[src/rtl/decoder_scan_seq.sv]
// Scan sequencer for a 3-to-8 line decoder.
// Steps the select lines {c,b,a} through 0..last_idx and holds each index
// for a programmable dwell. It runs either a single pass or a continuous scan.
module decoder_scan_seq #(
  parameter int DWELL_W = 8
) (
  input  logic               clk,
  input  logic               rst,
  input  logic               start,
  input  logic               abort,
  input  logic               hold,
  input  logic               cont,
  input  logic [2:0]         last_idx,
  input  logic [DWELL_W-1:0] dwell,
  output logic               a,
  output logic               b,
  output logic               c,
  output logic               en,
  output logic               step_stb,
  output logic               busy,
  output logic               done
);

  typedef enum logic {IDLE = 1'b0, RUN = 1'b1} state_t;

  state_t             state, state_n;
  logic [2:0]         idx, idx_n;
  logic [DWELL_W-1:0] cnt, cnt_n;
  logic [DWELL_W-1:0] dwell_r, dwell_r_n;
  logic [2:0]         last_r, last_r_n;
  logic               cont_r, cont_r_n;
  logic               en_n, step_n, busy_n, done_n;
  logic [DWELL_W-1:0] dwell_sat;

  // A dwell of zero would leave no cycle per index, so it is clamped to one.
  function automatic logic [DWELL_W-1:0] dwell_clamp(input logic [DWELL_W-1:0] d);
    return (d == '0) ? DWELL_W'(1) : d;
  endfunction

  assign dwell_sat = dwell_clamp(dwell);

  // The select lines come straight from the registered index.
  assign a = idx[0];
  assign b = idx[1];
  assign c = idx[2];

  // Control state and registered outputs; the reset applies here only.
  always_ff @(posedge clk) begin
    if (rst) begin
      state    <= IDLE;
      idx      <= 3'd0;
      en       <= 1'b0;
      step_stb <= 1'b0;
      busy     <= 1'b0;
      done     <= 1'b0;
    end else begin
      state    <= state_n;
      idx      <= idx_n;
      en       <= en_n;
      step_stb <= step_n;
      busy     <= busy_n;
      done     <= done_n;
    end
  end

  // Dwell counter and latched configuration. These are only read in RUN,
  // and RUN is always entered through a load, so they need no reset.
  always_ff @(posedge clk) begin
    cnt     <= cnt_n;
    dwell_r <= dwell_r_n;
    last_r  <= last_r_n;
    cont_r  <= cont_r_n;
  end

  // Next-state logic: abort beats hold, and hold beats advance.
  always_comb begin
    state_n   = state;
    idx_n     = idx;
    cnt_n     = cnt;
    dwell_r_n = dwell_r;
    last_r_n  = last_r;
    cont_r_n  = cont_r;
    en_n      = en;
    busy_n    = busy;
    step_n    = 1'b0;
    done_n    = 1'b0;
    unique case (state)
      IDLE: begin
        if (start && !abort) begin
          state_n   = RUN;
          dwell_r_n = dwell_sat;
          last_r_n  = last_idx;
          cont_r_n  = cont;
          idx_n     = 3'd0;
          cnt_n     = dwell_sat - DWELL_W'(1);
          en_n      = 1'b1;
          busy_n    = 1'b1;
          step_n    = 1'b1;
        end
      end
      RUN: begin
        if (abort) begin
          state_n = IDLE;
          idx_n   = 3'd0;
          en_n    = 1'b0;
          busy_n  = 1'b0;
        end else if (hold) begin
          state_n = RUN;
        end else if (cnt != '0) begin
          cnt_n = cnt - DWELL_W'(1);
        end else if (idx != last_r) begin
          idx_n  = idx + 3'd1;
          cnt_n  = dwell_r - DWELL_W'(1);
          step_n = 1'b1;
        end else if (cont_r) begin
          idx_n  = 3'd0;
          cnt_n  = dwell_r - DWELL_W'(1);
          step_n = 1'b1;
        end else begin
          state_n = IDLE;
          idx_n   = 3'd0;
          en_n    = 1'b0;
          busy_n  = 1'b0;
          done_n  = 1'b1;
        end
      end
      default: state_n = IDLE;
    endcase
  end

endmodule

[config.mk]
export PLATFORM = sky130hd
export DESIGN_NAME = decoder_scan_seq
export DESIGN_NICKNAME = d
export VERILOG_FILES = /design/src/rtl/decoder_scan_seq.sv
export SDC_FILE = /design/constraint.sdc
export NUM_CORES = 1
export LEC_CHECK = 0
export ABC_AREA = 1
export CAP_MARGIN = 25
export CORE_AREA = 2 2 67 69
export CTS_CLUSTER_DIAMETER = 50
export DETAILED_ROUTE_END_ITERATION = 10
export DIE_AREA = 0 0 69 71
export PLACE_DENSITY = 0.64
export REMOVE_ABC_BUFFERS = 1
export SLEW_MARGIN = 30
export SYNTH_ARGS = -nofsm -noshare
export SYNTH_HDL_FRONTEND = slang
export SYNTH_SLANG_ARGS = --single-unit
[constraint.sdc]
create_clock -name clk -period 2.14 [get_ports clk]
set_input_delay 0.428 -clock clk [delete_from_list [all_inputs] [get_ports clk]]
set_output_delay 0.428 -clock clk [all_outputs]
set_load 0.01 [all_outputs]
# [After elaboration in Yosys (flattened, before gate mapping)]
# Index checks and enable logic that the tools add are counted.
[word_totals] register_bits=27 input_bits=17 word_cells=65
[op_classes] add_sub_neg=4 eq_ne=9 muxes=33 n_bitwise=1 n_reduce_logical=9
[op_table] op="2-to-1 mux 8 bit" count=7
[op_table] op="subtractor 8 x 1 -> 8 bit (second input constant)" count=3
[op_table] op="2-to-1 mux 1 bit" count=16
[op_table] op="one-hot mux 8 bit (2 select lines)" count=1
[op_table] op="2-to-1 mux 3 bit" count=5
[op_table] op="inequality test 3 bit (second input constant)" count=4
[op_table] op="zero test 8 bit" count=1
[op_table] op="nonzero test 8 bit" count=1
[op_table] op="inequality test 2 bit (second input constant)" count=3
[op_table] op="one-hot mux 1 bit (2 select lines)" count=3
[op_table] op="one-hot mux 3 bit (2 select lines)" count=1
[op_table] op="OR reduction 6 bit" count=1
[op_table] op="AND reduction 5 bit" count=1
[op_table] op="inequality test 4 x 1 -> 1 bit (second input constant)" count=1
[op_table] op="AND reduction 4 bit" count=1
[op_table] op="adder 3 x 1 -> 3 bit (second input constant)" count=1
[op_table] op="inequality test 3 bit" count=1
[op_table] op="AND reduction 3 bit" count=1
[op_table] op="AND reduction 2 bit" count=1
[op_table] op="logical AND 1 bit" count=1
[op_table] op="zero test 1 bit" count=1
[op_table] op="NOT 1 bit" count=1

# [Longest topological paths before layout]
# Gate-level depths: netlist of run 1.
[logic_depth] ltp_word=7 depth_mapped=13

# [Worst setup path before layout of run 1]
# Ideal clock, no wire load.
[synth_path] path_kind="input to register" from="input port abort" to="register cnt[0] (enable)" setup_time_ns=0.330 arrival_ns=1.884 path_slack_ns=-0.073 path_stages=3 path_buffers=0 path_cell_list="nor3_1 > inv_1 > nand2_1"
[synth_via] elab_chain_cells=4 word_cells_on_any_way=5 classes_between="eq/ne: 2; reduce/logical: 3"
[synth_rtl] element="start: declaration" line_no="10" rtl="input logic abort,"
[synth_rtl] element="zero test 1 bit" line_no="89" rtl="if (start && !abort) begin"
[synth_rtl] element="logical AND 1 bit" line_no="89"
[synth_rtl] element="inequality test 2 bit (no line)"
[synth_rtl] element="AND reduction 4 bit (no line) (*)"
[synth_rtl] element="end signal: assignment" line_no="69" rtl="cnt <= cnt_n;"
[synth_rtl] element="end: declaration" line_no="28" rtl="logic [DWELL_W-1:0] cnt, cnt_n;"
# Every way passes the cells marked *; elsewhere a longest branch is shown, timed or not.
# A chain may end at the register's enable or synchronous reset.

# [Final worst setup path of run 1]
[layout_path] from="register cnt[5]" to="register cnt[3] (data pin)"
[layout_via] elab_chain_cells=5
[layout_rtl] element="nonzero test 8 bit" line_no="109" rtl="end else if (cnt != '0) begin"
[layout_rtl] element="2-to-1 mux 8 bit" line_no="109"
[layout_rtl] element="2-to-1 mux 8 bit" line_no="107" rtl="end else if (hold) begin"
[layout_rtl] element="2-to-1 mux 8 bit" line_no="102" rtl="if (abort) begin"
[layout_rtl] element="one-hot mux 8 bit (2 select lines)" line_no="87" rtl="unique case (state)"
[layout_rtl] element="net cnt_n[3]" line_no="28"
# The timed path passes the listed nets, and every way through them passes these cells. The select of a mux whose other input is x is not followed.

==> impl_metrics.yaml, run 1 <==
global_routing:
  overflow: 0
  grt_pass1_wl_um: 4400
  gr-usage-all-layers: 0.109
  grt_max_degree: 15
  grt_pass1_vias: 978
  grt_antenna_before_repair: 0
timing:
  rsz0062_at_grt: "false"
  finalHoldViolations: 0
  setup_violations: 0
  setup_slack_ps: 287
  fin_skew_ps: 1.49
  drv_slew: 0
  period_needed_ps: 1850
  max-slew-margin-rel: 0.755
  timing.fmax_mhz: 540
  timing.hold.ws_ps: 488
  fin_crit_sh: 0.866
  worstMarginPinSlew_ps: 366
clock_tree:
  clock-sinks: 27
  path_clk_slew_ps: 90
  clock_latency_ps: 270
  cts_hold_buf: 0
  post_cts_buffers: 0
  cts.repair.resized: 0
  htreeDepth: 1
  numCtsBuffers: 3
  cts_root_buf: "clkbuf_8"
  cts_tree: "built"
  clockBufferDepth: 2
pwr:
  leakage_nw: 0.694
  peakVddDrop_mv: 0.437
  p_per_area_nw_per_um2: 627
  p_total_mw: 1.09
synthesis:
  synthCells: 167
  yosys.area.top_type_share: 0.421
  synth_area_leader_cell: "edfxtp_1"
  ys_top_cells_by_area: "edfxtp_1 (42%), nand2_1 (12%), dfxtp_1 (9.8%), nor2_1 (6.0%), inv_1 (4.5%)"
  synth_cell_types: 30
  seq_area_frac_synth: 0.519
  synth_warnings: 0
  netlist_area_um2: 1430
  synth.avg_cell_area_um2: 8.55
  synth_seq_cells: 27
floorplan:
  start_util: 0.340
  dieWidth_um: 69
  fp.coreArea_um2: 4200
  pin_count: 24
  die_h_um: 71
  dieArea_um2: 4900
  rows: 24
status:
  status: "completed"
setup_path:
  worst_setup_path_end_kind: "register"
  worst_r2r_path_depth: 10
  path_max_fanout: 6
  path_class: "reg2reg"
  reg2reg_from: "cnt[5]$_DFFE_PP_"
  crit_path_max_incr_delay_ps: 410
  cp_slowest_cell: "edfxtp_1"
  reg2reg_to: "cnt[3]$_DFFE_PP_"
  cp.required_ps: 2160
  cp_common_cell: "nand2_1"
  critPathLaunchType: "register"
  cp.arrival_ps: 1880
  r2r_slack_ps: 290
  path_cells: "nor2_1 -> nand2_1 -> nor2_2 -> buf_4 -> nand2_1 -> nand2_1 -> nand2_1 -> nand2_1 -> nor2_4 -> xor2_1"
layout:
  layout_commonest_cell: "nand2_1"
  final_cell_mix: "nand2_1 (47), nor2_1 (23), clkdlybuf4s50_1 (23)"
  layout.nets: 207
  drive_above_1_share: 0.0963
  diodes: 0
  area_growth_pct: 21.9
  fillCellCount: 432
  post-route-util: 0.414
drt:
  ant_nets: 0
  drt_iter0_markers: 30
  drt-vias-per-instance: 4.49
  vias: 1074
  wl_um: 2440
  wire_per_inst_um: 10.2
  drc: 0
  dr.pass1.iters: 5
place:
  io_buffers: 23
  place.gp.congestion: 0.789
  hpwl_um: 1950
  dp_slack_ps: 20.5
job:
  maxCapViolCount: 0
worst_hold_path:
  hold-path-endpoint: "busy$_SDFFE_PP0P_"
  hold-path-cell-count: 2
  hold_start: "busy$_SDFFE_PP0P_"
  hp-class: "reg2reg"
through the flow:
| stage | instance area, µm² | setup TNS, ps | cells |
|---|---|---|---|
| 2_1_floorplan | 1380 | -587 | 157 |
| 3_3_place_gp | 1700 | 0 | 235 |
| 3_5_place_dp | 1700 | 0 | 235 |
| 4_1_cts | 1740 | 0 | 239 |
| 5_1_grt | 1740 | 0 | 239 |
| 6_report | 1740 | 0 | 239 |
how the worst max path moves through the flow:
stage / endpoint / startpoint / cells after the start / slack (ps)
after floorplan: cnt[0]$_DFFE_PP_ / abort / 3 / -70
after global placement: cnt[6]$_DFFE_PP_ / dwell[3] / 11 / 60
after detailed placement: cnt[6]$_DFFE_PP_ / dwell[4] / 11 / 20
after CTS: cnt[3]$_DFFE_PP_ / cnt[5]$_DFFE_PP_ / 10 / 260
after global routing: cnt[6]$_DFFE_PP_ / state$_SDFF_PP0_ / 10 / 60
final: cnt[3]$_DFFE_PP_ / cnt[5]$_DFFE_PP_ / 10 / 290
flip-flops by register name, indices dropped and copies added, names as in the netlist, 3 cells and up:
| name | flops |
|---|---|
| dwell_r | 8 |
| cnt | 8 |
| idx | 3 |
| last_r | 3 |
synthesized netlist by cell type:
| master | number |
|---|---|
| nand2_1 | 47 |
| nor2_1 | 23 |
| edfxtp_1 | 20 |
| inv_1 | 17 |
| clkbuf_1 | 7 |
| dfxtp_1 | 7 |
| nand3_1 | 7 |
| xnor2_1 | 5 |
| or2_1 | 4 |
| nand4_1 | 3 |
| a21oi_1 | 2 |
| a31oi_1 | 2 |
| ha_1 | 2 |
| inv_2 | 2 |
| nand2_4 | 2 |
| nor2_4 | 2 |
| nor3_1 | 2 |
| a21boi_2 | 1 |
| a21o_1 | 1 |
| a21oi_2 | 1 |
| a31o_2 | 1 |
| buf_2 | 1 |
| buf_4 | 1 |
| buf_6 | 1 |
| nand2_2 | 1 |
| nor2_2 | 1 |
| o21ai_1 | 1 |
| o21ai_2 | 1 |
| or2_0 | 1 |
| xor2_1 | 1 |
critical path, delay by kind of cell, from the launching register on:
kind	cells	cell delay [ps]
AND/OR/NAND/NOR	8	860
flip-flops	1	410
XOR/XNOR	1	130
buffers and inverters	1	210
cell type report:
cell class                 instances  area (µm²)  area share
sequential                        27         741       0.426
multi-input combinational        111         566       0.325
timing repair buffer              26         253       0.145
inverter                          19        71.3      0.0410
tap                               52        65.1      0.0374
clock buffer                       4        45.0      0.0259
logic make-up (layout without fill, tap and decap cells):
logic type | Yosys count | after routing | share of synthesized area
simple gates | 93 | 93 | 0.291
buf+inv | 29 | 49 | 0.0850
flops | 27 | 27 | 0.519
compound gates | 10 | 10 | 0.0508
xor+xnor | 6 | 6 | 0.0368
fa+ha+maj | 2 | 2 | 0.0175
per-layer routing:
layer | vias up | GRT usage | share of wire
met4 | 0 | 0.0501 | 0.020
met1 | 479 | 0.155 | 0.49
li1 | 569 | - | -
met5 | - | 0 | 0
met3 | 6 | 0.0142 | 0.030
met2 | 20 | 0.165 | 0.46
power breakdown:
part | internal, mW | switching (mW)
Combinational | 0.0885 | 0.101
Sequential | 0.601 | 0.0194
Clock | 0.133 | 0.148
Total | 0.823 | 0.268
No activity file was read; power rests on OpenSTA's default activity.
==> inputs of run 2 (changes only) <==
--- a/config.mk
+++ b/config.mk
@@ -12,7 +12,7 @@
 export DETAILED_ROUTE_END_ITERATION = 10
 export DIE_AREA = 0 0 69 71
 export PLACE_DENSITY = 0.64
-export REMOVE_ABC_BUFFERS = 1
+export SKIP_CTS_REPAIR_TIMING = 1
 export SLEW_MARGIN = 30
 export SYNTH_ARGS = -nofsm -noshare
 export SYNTH_HDL_FRONTEND = slang
==> constraint.sdc (replaced) <==
create_clock -name clk -period 1.6 [get_ports clk]
set_input_delay 0.32 -clock clk [delete_from_list [all_inputs] [get_ports clk]]
set_output_delay 0.32 -clock clk [all_outputs]
set_load 0.01 [all_outputs]
==> impl_metrics.yaml, run 2 (same netlist as run 1, synthesis figures left out) <==
setup_path:
  path_depth: 10
  path_max_fanout: 4
  crit_buf_inv: 0
  cp.arrival_ps: 1730
  path_delay_family: "simple AND/OR/NAND/NOR gates"
  cp_slowest_cell: "edfxtp_1"
  path_class: "reg2reg"
  path_cells: "nor2_2 -> nand2_2 -> nor2_4 -> nand2_1 -> nand2_1 -> nand2_2 -> ha_4 -> nand2_4 -> nor2_2 -> xnor2_1"
  crit_start: "cnt[6]$_DFFE_PP_"
  worst_setup_path_end_kind: "register"
  reg2reg_from: "cnt[6]$_DFFE_PP_"
  r2r_slack_ps: -90
  reg2reg_to: "cnt[4]$_DFFE_PP_"
  critPathLaunchType: "register"
  crit_path_max_incr_delay_ps: 410
  crit_path_end: "cnt[4]$_DFFE_PP_"
  cp.required_ps: 1640
  worst_r2r_path_depth: 10
layout:
  diodes: 0
  layout.nets: 231
  final_cell_mix: "nand2_1 (33), buf_4 (25), clkdlybuf4s50_1 (22)"
  fin_area_um2: 2060
  layout_commonest_cell: "nand2_1"
  drive_above_1_share: 0.341
  area_growth_pct: 44.5
  finalNonFillerCells: 263
  top_regs: "cnt x8, dwell_r x8"
pwr:
  p_per_area_nw_per_um2: 776
  p_total_mw: 1.60
  leakage_nw: 0.847
  peakVddDrop_mv: 0.615
timing:
  setup_slack_ps: -88.3
  timing.fmax_mhz: 592
  setup-tns-final_ps: -351
  drv_slew: 0
  rsz0062_at_grt: "true"
  finalHoldViolations: 0
  worstMarginPinSlew_ps: 260
  fin_skew_ps: 10.7
  max-slew-margin-rel: 0.826
  setup_violations: 9
  period_needed_ps: 1690
  fin_crit_sh: 1.06
  timing.hold.ws_ps: 324
global_routing:
  gr-usage-all-layers: 0.130
  grt_pass1_wl_um: 5040
  grt_antenna_before_repair: 0
  grt_max_degree: 17
  overflow: 0
  grt_pass1_vias: 1114
floorplan:
  fp.coreArea_um2: 4200
  start_util: 0.340
  pin_count: 24
  die_h_um: 71
  dieArea_um2: 4900
  dieWidth_um: 69
  rows: 24
place:
  place.gp.congestion: 0.843
  hpwl_um: 2310
  io_buffers: 23
  dp.cells: 254
  place_area_um2: 1870
drt:
  wire_per_inst_um: 11.8
  drt_iter0_markers: 39
  drc: 0
  wl_um: 3110
  vias: 1190
  drt-vias-per-instance: 4.52
  dr.pass1.iters: 4
  ant_nets: 0
clock_tree:
  clockBufferDepth: 2
  cts_root_buf: "clkbuf_8"
  path_clk_slew_ps: 100
  clock_latency_ps: 280
  htreeDepth: 1
  cts_tree: "built"
  clock-sinks: 27
  numCtsBuffers: 3
worst_hold_path:
  hold-path-cell-count: 1
  hp-class: "in2reg"
  hold_start: "dwell[2]"
status:
  failed_checks: "negative setup slack"
  status: "finished with violations"
synthesis:
  syn_nets: 186
job:
  maxCapViolCount: 0
run 2: cell types whose count changed in the layout (fill, tap and decap cells not counted), sizes merged:
cell / before / now
buf: 3 / 27
dlymetal6s2s: 0 / 1
clkdlybuf4s50: 23 / 22
clkbuf: 4 / 3
clkinvlp: 0 / 1
run 2: routing by layer:
| metal | share of wire | track usage | up-vias |
|---|---|---|---|
| met3 | 0.043 | 0.0399 | 4 |
| li1 | - | - | 617 |
| met1 | 0.45 | 0.165 | 543 |
| met2 | 0.50 | 0.220 | 26 |
| met4 | 0.0071 | 0.0261 | 0 |
| met5 | 0 | 0 | - |
run 2: report_power, final:
group | switching [mW] | internal [mW]
sequential | 0.0224 | 0.805
clock | 0.223 | 0.177
combinational | 0.186 | 0.188
run 2: area by class of cell:
cell class / count / area [µm²]
clock buffer: 3 / 41.3
clock inverter: 1 / 7.51
fill: 421 / 2140
inverter: 19 / 71.3
multi-input combinational: 111 / 691
sequential: 27 / 744
tap: 52 / 65.1
timing repair buffer: 50 / 443
run 2: worst min-delay path by stage:
stage	to	slack (ps)
final	dwell_r[2]$_DFFE_PP_	320
after global routing	dwell_r[2]$_DFFE_PP_	330
after CTS	busy$_SDFFE_PP0P_	490
after detailed placement	busy$_SDFFE_PP0P_	480
after global placement	busy$_SDFFE_PP0P_	470
after floorplan	busy$_SDFFE_PP0P_	390
run 2: per-stage QoR:
| stage | utilization | worst slack (ps) |
|---|---|---|
| 6_report | 0.491 | -88.3 |
| 5_1_grt | 0.491 | -191 |
| 4_1_cts | 0.456 | -147 |
| 3_5_place_dp | 0.444 | -394 |
| 3_3_place_gp | 0.444 | -355 |
| 2_1_floorplan | - | -5.86 |
